--- src/rtl/rv_mem_responder.sv ---
// Memory-side responder for the RV32I core: serialises fetch and data accesses onto one
// shared single-port word memory and holds the core stalled until both complete.
module rv_mem_responder #(
    parameter int unsigned ADDR_W   = 10,
    parameter int unsigned TIMEOUT  = 16,
    parameter logic [31:0] NOP_INST = 32'h0000_0013
) (
    input  logic              clk,
    input  logic              reset,
    input  logic [31:0]       pc_f,
    input  logic [31:0]       alu_result_m,
    input  logic [31:0]       write_data_m,
    input  logic              mem_write_m,
    output logic [31:0]       inst_f,
    output logic [31:0]       read_data_m,
    output logic              stall,
    output logic              mem_req,
    output logic              mem_we,
    output logic [ADDR_W-1:0] mem_addr,
    output logic [31:0]       mem_wdata,
    input  logic              mem_ack,
    input  logic [31:0]       mem_rdata,
    output logic              bus_err
);

    localparam int unsigned CNT_W = $clog2(TIMEOUT + 1);

    typedef enum logic [2:0] {StIssueF, StWaitF, StIssueD, StWaitD, StRun} state_e;

    state_e           state;
    logic [CNT_W-1:0] wait_cnt;
    logic             timed_out;

    function automatic logic in_range(input logic [31:0] byte_addr);
        return (byte_addr >> (ADDR_W + 2)) == 32'd0;
    endfunction

    // An ack in the last allowed cycle counts as a normal completion.
    assign timed_out = !mem_ack && (wait_cnt == CNT_W'(TIMEOUT - 1));

    always_ff @(posedge clk) begin
        if (reset) begin
            state       <= StIssueF;
            stall       <= 1'b1;
            mem_req     <= 1'b0;
            mem_we      <= 1'b0;
            mem_addr    <= '0;
            mem_wdata   <= '0;
            inst_f      <= NOP_INST;
            read_data_m <= '0;
            bus_err     <= 1'b0;
            wait_cnt    <= '0;
        end else begin
            unique case (state)
                StIssueF: begin
                    if (in_range(pc_f)) begin
                        mem_req  <= 1'b1;
                        mem_we   <= 1'b0;
                        mem_addr <= pc_f[ADDR_W+1:2];
                        state    <= StWaitF;
                    end else begin
                        inst_f  <= NOP_INST;
                        bus_err <= 1'b1;
                        state   <= StIssueD;
                    end
                end
                StWaitF: begin
                    if (mem_ack) begin
                        inst_f   <= mem_rdata;
                        mem_req  <= 1'b0;
                        wait_cnt <= '0;
                        state    <= StIssueD;
                    end else if (timed_out) begin
                        inst_f   <= NOP_INST;
                        mem_req  <= 1'b0;
                        bus_err  <= 1'b1;
                        wait_cnt <= '0;
                        state    <= StIssueD;
                    end else begin
                        wait_cnt <= wait_cnt + 1'b1;
                    end
                end
                StIssueD: begin
                    if (in_range(alu_result_m)) begin
                        mem_req  <= 1'b1;
                        mem_we   <= mem_write_m;
                        mem_addr <= alu_result_m[ADDR_W+1:2];
                        if (mem_write_m) begin
                            mem_wdata <= write_data_m;
                        end
                        state <= StWaitD;
                    end else begin
                        // Out-of-range stores are dropped; loads return zero.
                        if (!mem_write_m) begin
                            read_data_m <= '0;
                        end
                        bus_err <= 1'b1;
                        stall   <= 1'b0;
                        state   <= StRun;
                    end
                end
                StWaitD: begin
                    if (mem_ack) begin
                        if (!mem_we) begin
                            read_data_m <= mem_rdata;
                        end
                        mem_req  <= 1'b0;
                        wait_cnt <= '0;
                        stall    <= 1'b0;
                        state    <= StRun;
                    end else if (timed_out) begin
                        if (!mem_we) begin
                            read_data_m <= '0;
                        end
                        mem_req  <= 1'b0;
                        bus_err  <= 1'b1;
                        wait_cnt <= '0;
                        stall    <= 1'b0;
                        state    <= StRun;
                    end else begin
                        wait_cnt <= wait_cnt + 1'b1;
                    end
                end
                StRun: begin
                    stall <= 1'b1;
                    state <= StIssueF;
                end
                default: begin
                    stall <= 1'b1;
                    state <= StIssueF;
                end
            endcase
        end
    end

endmodule

--- config.mk ---
export PLATFORM = sky130hd
export DESIGN_NAME = rv_mem_responder
export DESIGN_NICKNAME = d
export VERILOG_FILES = /design/src/rtl/rv_mem_responder.sv
export SDC_FILE = /design/constraint.sdc
export NUM_CORES = 1
export LEC_CHECK = 0
export CAP_MARGIN = 20
export CORE_MARGIN = 8
export CORE_UTILIZATION = 44
export CTS_BUF_LIST = sky130_fd_sc_hd__clkbuf_8
export CTS_CLUSTER_SIZE = 14
export DETAILED_ROUTE_END_ITERATION = 16
export GPL_TIMING_DRIVEN = 1
export PLACE_DENSITY = 0.88
export SETUP_SLACK_MARGIN = 0.02
export SLEW_MARGIN = 0
export SYNTH_ARGS = -nofsm -noshare
export SYNTH_HDL_FRONTEND = slang
export SYNTH_SLANG_ARGS = --single-unit
--- constraint.sdc ---
create_clock -name clk -period 4.9 [get_ports clk]
set_clock_uncertainty 0.2 [all_clocks]
set_input_delay 0.49 -clock clk [delete_from_list [all_inputs] [get_ports clk]]
set_output_delay 0.49 -clock clk [all_outputs]
set_load 0.01 [all_outputs]
==> results of run 1 <==
## routing by layer
metal,routed length (um),vias up,share of wire [%],track usage [%]
li1,-,2157,-,-
met1,5920,2184,36,23.1
met2,8600,194,53,40.4
met3,1080,46,6.7,7.33
met4,697,0,4.3,12.2
met5,0,-,0,0
## worst paths after layout
kind,startpoint,endpoint,slack (ns),cells past startpoint
setup / recovery,state[1]$_SDFFE_PP0P_,read_data_m[20]$_SDFFE_PP0P_,2.22,5
hold / removal,reset,stall$_SDFFE_PP1P_,0.13,3
setup reg to reg,state[1]$_SDFFE_PP0P_,read_data_m[20]$_SDFFE_PP0P_,2.22,5
hold reg to reg,mem_wdata[21]$_SDFFE_PP0P_,mem_wdata[21]$_SDFFE_PP0P_,0.26,2
## per-stage QoR
stage	hold WS (ns)	instance area (um^2)
2_1_floorplan	0.249	4610
3_3_place_gp	0.238	6950
3_5_place_dp	0.248	6980
4_1_cts	0.106	7390
5_1_grt	0.125	7400
6_report	0.126	7400
## flip-flops by register name (all words and copies together), names as in the netlist
name,flops
state,3
mem_addr,10
mem_req,1
inst_f,32
read_data_m,32
bus_err,1
mem_we,1
mem_wdata,32
stall,1
wait_cnt,5
## cell usage after synthesis, drive strengths merged
cell type / n / area (um^2)
a211oi: 2 / 32.5
a21o: 1 / 7.51
a21oi: 44 / 288
a221oi: 10 / 87.6
a22oi: 1 / 7.51
a31oi: 3 / 18.8
a32o: 58 / 581
and3: 4 / 30.0
and3b: 1 / 8.76
and4: 3 / 28.8
buf: 19 / 169
clkbuf: 22 / 82.6
dfxtp: 118 / 2360
ha: 1 / 12.5
inv: 5 / 18.8
nand2: 70 / 308
nand2b: 6 / 37.5
nand3: 9 / 50.1
nand4: 3 / 18.8
nor2: 16 / 62.6
nor2b: 12 / 75.1
nor3: 30 / 155
nor3b: 1 / 12.5
nor4: 9 / 81.3
o211a: 1 / 10.0
o21ai: 7 / 35.0
o221a: 1 / 11.3
or3: 1 / 6.26
or4: 1 / 7.51
## layout make-up
type | count | share of cell area, %
Timing Repair Buffer | 246 | 33.1
Sequential cell | 118 | 31.9
Multi-Input combinational cell | 295 | 26.9
Clock buffer | 17 | 3.16
Clock inverter | 14 | 2.37
Tap cell | 136 | 2.30
Inverter | 5 | 0.254
## kinds of logic (layout without fill, tap and decap cells)
| group | count (synthesis) | in the layout |
|---|---|---|
| and+or+nand+nor | 166 | 166 |
| AOI/OAI and AO/OA | 128 | 128 |
| buffers and inverters | 46 | 282 |
| adders and majority gates | 1 | 1 |
| DFF | 118 | 118 |
## power groups by stage
stage | clock [W] | sequential [W] | combinational [W]
6_report | 0.000913 | 0.00107 | 0.000491
2_1_floorplan | 0 | 0.00107 | 0.000271
4_1_cts | 0.000929 | 0.00107 | 0.000490
3_3_place_gp | 0 | 0.00108 | 0.000459
3_5_place_dp | 0 | 0.00109 | 0.000484
5_1_grt | 0.000973 | 0.00108 | 0.000527
## worst reg2reg max path, delay by kind of cell (launching register included)
family / cells / cell delay (ns)
DFF: 1 / 0.97
AOI/OAI and AO/OA: 2 / 0.65
and+or+nand+nor: 2 / 0.51
buffers and inverters: 1 / 0.25
==> reports/qor.yml, run 1 <==
status: "completed"
grtUsageTotal_pct: 22.6
place_congestion: 0.795
layout_common_cells: "235 x clkdlybuf4s50_1, 118 x dfxtp_1, 58 x a32o_1"
synthXorXnorAreaFrac_pct: 0
final_util_pct: 72.3
fillers: 750
synthAdderAreaFrac_pct: 0.272
required_ns: 5.01
drc_errors: 0
worst_pin_slew_ns: 0.985
worst-path-max-fanout: 30
tritoncts: "built"
num_io_pins: 242
cpLargestDelayFamily: "flip-flops"
leakage_nw: 2.54
power.density_mw_per_mm2: 334
finalMaxSlewViolations: 0
synth_top_family_by_area: "compound AO/OA/AOI/OAI gates"
finalHoldViolCount: 0
place_hpwl_um: 12000
crit_type: "register to register"
total_power_w: 0.00247
cp.buffers_inverters: 1
htree_levels: 4
cts_resized: 0
drv_cap: 0
wl_per_cell_um: 19.6
fin_crit_sh_pct: 54.7
antenna_cells: 0
cts_sinks: 118
end_kind: "register"
rsz0062_at_grt: "false"
regArea_mm2: 0.00236
initial_core_util_pct: 45.0
syn_nets: 592
initialDrtViolationCount: 245
internal_power_w: 0.00176
synth_compound_area_share_pct: 23.4
power_frac_comb_pct: 19.8
die_w_um: 118
clock_path_buffers: 2
vdd_drop_max_uv: 216
post-place-ws_ns: 1.78
clk_latency_ns: 0.42
final_common_cell: "clkdlybuf4s50_1"
areaGrowthSynthToFinish_pct: 60.6
max-slew-margin-rel_pct: 34.3
muxShareOfSynthArea_pct: 0
clock.fmax_mhz: 373
clkPwrFrac_pct: 36.9
cts_buffers: 17
power_switching_w: 0.000716
placed_cells: 799
hp-class: "input pin to register"
dieArea_mm2: 0.0140
cp_slowest_cell: "dfxtp_1"
instances_no_fill: 831
drt-total-wl_um: 16300
core_mm2: 0.0102
drive_gt1_share_pct: 13.4
avgSynthCellArea_um2: 10.0
rows: 37
start_kind: "register"
cts_hold_buffers: 0
grt_max_degree: 68
setup_tns_ns: 0
arrival_ns: 2.79
overflow: 0
synth_seq_cells: 118
final.setup.worst_slack_ns: 2.22
p_seq_share_pct: 43.2
synth_warnings: 0
synth.distinct_cells: 42
grt_pass1_vias: 4817
antenna_found_initial: 0
viasPerCell: 5.51
clk_pin_slew_ns: 0.07
root_buffer: "clkbuf_8"
vias: 4581
drtPass1Iterations: 6
numPortBuffers: 237
ant_nets: 0
synth.cell_area_mm2: 0.00461
finalSetupViolations: 0
synth_simple_gate_area_share_pct: 19.2
multiInputGateArea_mm2: 0.00199
post_cts_buffers: 0
nets: 816
cp_cell_sequence: "nand2b_1, a211oi_4, nor2_2, buf_16, a32o_1"
synthCells: 459
grt_pass1_wl_um: 25700
critical_path.max_stage_delay_ns: 0.97
swShare_pct: 29.0
die_y_um: 118
period_minus_slack_ns: 2.68
ys_seq_area_share_pct: 51.3
No activity file was read; power rests on OpenSTA's default activity.
==> inputs of run 2 (changes only) <==
- CORE_UTILIZATION: 44 -> 41
- PLACE_DENSITY: 0.88 -> 0.83
- clock period: 4.9 -> 2.5 ns (I/O delays scaled with it)
==> run 2 against run 1 <==
Against the previous run:
- global-route usage is 2.1 points lower
- cell count up 1.2%
- via count up 0.41%
- count of clock-buffer cells in the layout grew 1
- highest routed layer unchanged
==> reports/qor.yml, run 2 (synthesis gave the netlist of run 1 again) <==
r2r_start: "state[0]$_SDFFE_PP0P_"
drc_errors: 0  # unchanged
viasPerCell: 5.47  # -0.78%
critical_path_depth: 6  # +1
antenna_cells: 0  # unchanged
rows: 38  # +2.7%
required_ns: 2.62  # -2.39 ns
setup_tns_ns: 0  # unchanged
power_frac_comb_pct: 21.3  # +1.5 points
crit_type: "register to register"
arrival_ns: 2.24  # -0.55 ns
total_power_w: 0.00481  # +95%
max-slew-margin-rel_pct: 59.3  # +25 points
finalMaxSlewViolations: 0  # unchanged
core_mm2: 0.0109  # +6.4%
numPortBuffers: 237  # unchanged
clock_path_buffers: 2  # unchanged
cp_slowest_cell: "dfxtp_1"
power.density_mw_per_mm2: 645  # +93%
antenna_found_initial: 0  # unchanged
place_area_mm2: 0.00704  # +0.81%
instances_no_fill: 841  # +1.2%
critPathCapture: "read_data_m[31]$_SDFFE_PP0P_"
worst_pin_slew_ns: 0.610  # -0.374 ns
regArea_mm2: 0.00236  # unchanged
placed_cells: 808  # +1.1%
clk_pin_slew_ns: 0.08  # about the same
cp.buffers_inverters: 1  # unchanged
grt_max_degree: 64  # -5.9%
place_congestion: 0.771  # -3.0%
reg2reg_depth: 6  # +1
areaGrowthSynthToFinish_pct: 61.8
grt_pass1_wl_um: 24100  # -6.2%
grtUsageTotal_pct: 20.5  # -2.1 points
ant_nets: 0  # unchanged
final_common_cell: "clkdlybuf4s50_1"
initial_core_util_pct: 42.3  # -2.7 points
r2r_slack_ns: 0.37  # -1.85 ns
place_hpwl_um: 11800  # -1.5%
wl_per_cell_um: 19.1  # -2.7%
clk_latency_ns: 0.43  # about the same
root_buffer: "clkbuf_8"
fin_crit_sh_pct: 85.1  # +30 points
hp-class: "input pin to register"
p_seq_share_pct: 42.7  # -0.5 points
status: "completed"
overflow: 0  # unchanged
vias: 4600  # +0.41%
tritoncts: "built"
htree_levels: 4  # unchanged
clock.fmax_mhz: 470  # +26%
num_io_pins: 242  # unchanged
drt-total-wl_um: 16000  # -1.6%
critical_path.max_stage_delay_ns: 0.53  # -0.44 ns
internal_power_w: 0.00340  # +94%
clkPwrFrac_pct: 36.0  # -0.9 points
layout_common_cells: "235 x clkdlybuf4s50_1, 118 x dfxtp_1, 58 x a32o_1"
crit_start: "state[0]$_SDFFE_PP0P_"
leakage_nw: 2.56  # +0.68%
end_kind: "register"
die_y_um: 122  # +3.1%
worst-path-max-fanout: 29  # -3.3%
vdd_drop_max_uv: 464  # +110%
die_w_um: 122  # +3.1%
cpLargestDelayFamily: "compound AO/OA/AOI/OAI gates"
cp_cell_sequence: "nor2_1, and3_1, a211oi_4, nor2_2, buf_12, a32o_1"
multiInputGateArea_mm2: 0.00199  # unchanged
power_switching_w: 0.00141  # +97%
cts_sinks: 118  # unchanged
start_kind: "register"
final_area_mm2: 0.00745  # +0.71%
swShare_pct: 29.3  # +0.32 points
hold_depth: 2  # -1
cts_buffers: 17  # unchanged
finalHoldViolCount: 0  # unchanged
r2r-end: "read_data_m[31]$_SDFFE_PP0P_"
period_minus_slack_ns: 2.13  # -0.553 ns
dieArea_mm2: 0.0149  # +6.3%
rsz0062_at_grt: "false"
drive_gt1_share_pct: 14.0  # +0.60 points
reg.largest.list: "inst_f: 32 flops, mem_wdata: 32 flops, read_data_m: 32 flops"
drtPass1Iterations: 5  # -1
initialDrtViolationCount: 267  # +9.0%
finalHoldWorstSlack_ns: 0.0898  # -0.0359 ns
fillers: 864  # +15%
post_cts_buffers: 0  # unchanged
drv_cap: 0  # unchanged
nets: 821  # +0.61%
finalSetupViolations: 0  # unchanged
grt_pass1_vias: 4588  # -4.8%
==> run 2: cell types whose count changed in the layout (fill, tap and decap cells not counted), sizes merged <==
cell | previous run | this run
clkinv | 5 | 6
inv | 8 | 7
buf | 11 | 15
clkbuf | 17 | 18
bufinv | 3 | 2
clkinvlp | 3 | 4
dlygate4sd3 | 0 | 1
==> run 2: through the flow <==
step / setup WS, ns / utilization (%)
after global placement: 0.159 / 64.7
after global routing: 0.247 / 68.4
final: 0.372 / 68.4
after detailed placement: 0.0462 / 64.7
after floorplan: 0.579 / -
after CTS: 0.365 / 68.4
==> run 2: final cells by class <==
type,count,area share [%]
Tap cell,140,2.35
Multi-Input combinational cell,295,26.7
Inverter,5,0.252
Clock inverter,14,2.05
Clock buffer,18,3.32
Timing Repair Buffer,251,33.7
Sequential cell,118,31.7
==> run 2: power groups by stage <==
stage                     Sequential [W]  Clock (W)  Combinational [W]
final                            0.00205    0.00173            0.00102
after global routing             0.00206    0.00186            0.00110
after CTS                        0.00205    0.00176            0.00103
after detailed placement         0.00209          0            0.00102
after global placement           0.00209          0           0.000992
after floorplan                  0.00209          0           0.000532
==> run 2: worst min-delay path by stage <==
stage / startpoint / endpoint / slack, ns
after floorplan: reset / stall$_SDFFE_PP1P_ / 0.17
after global placement: inst_f[4]$_SDFFE_PP1P_ / inst_f[4]$_SDFFE_PP1P_ / 0.23
after detailed placement: inst_f[4]$_SDFFE_PP1P_ / inst_f[4]$_SDFFE_PP1P_ / 0.24
after CTS: reset / state[0]$_SDFFE_PP0P_ / 0.06
after global routing: reset / state[0]$_SDFFE_PP0P_ / 0.1
final: reset / state[0]$_SDFFE_PP0P_ / 0.09
==> run 2: timing repair <==
action | 4_1_cts | 5_1_grt
hold endpoints to repair | 1 | 0
gates resized for setup | 0 | 0
hold buffers | 1 | 0
endpoints found under the setup margin | 0 | 0
==> run 2: routing by layer <==
metal  routed length (um)  up-vias  track usage [%]
met2                 8440      182             36.8
met4                  403        0             8.56
li1                     -     2170                -
met5                    0        -                0
met3                 1380       25             7.68
met1                 5830     2223             20.9
==> run 2: worst reg2reg max path, stage by stage (launching register included) <==
cell,delay [ns]
dfxtp_1,0.53
nor2_1,0.11
and3_1,0.25
a211oi_4,0.43
nor2_2,0.09
buf_12,0.18
a32o_1,0.22
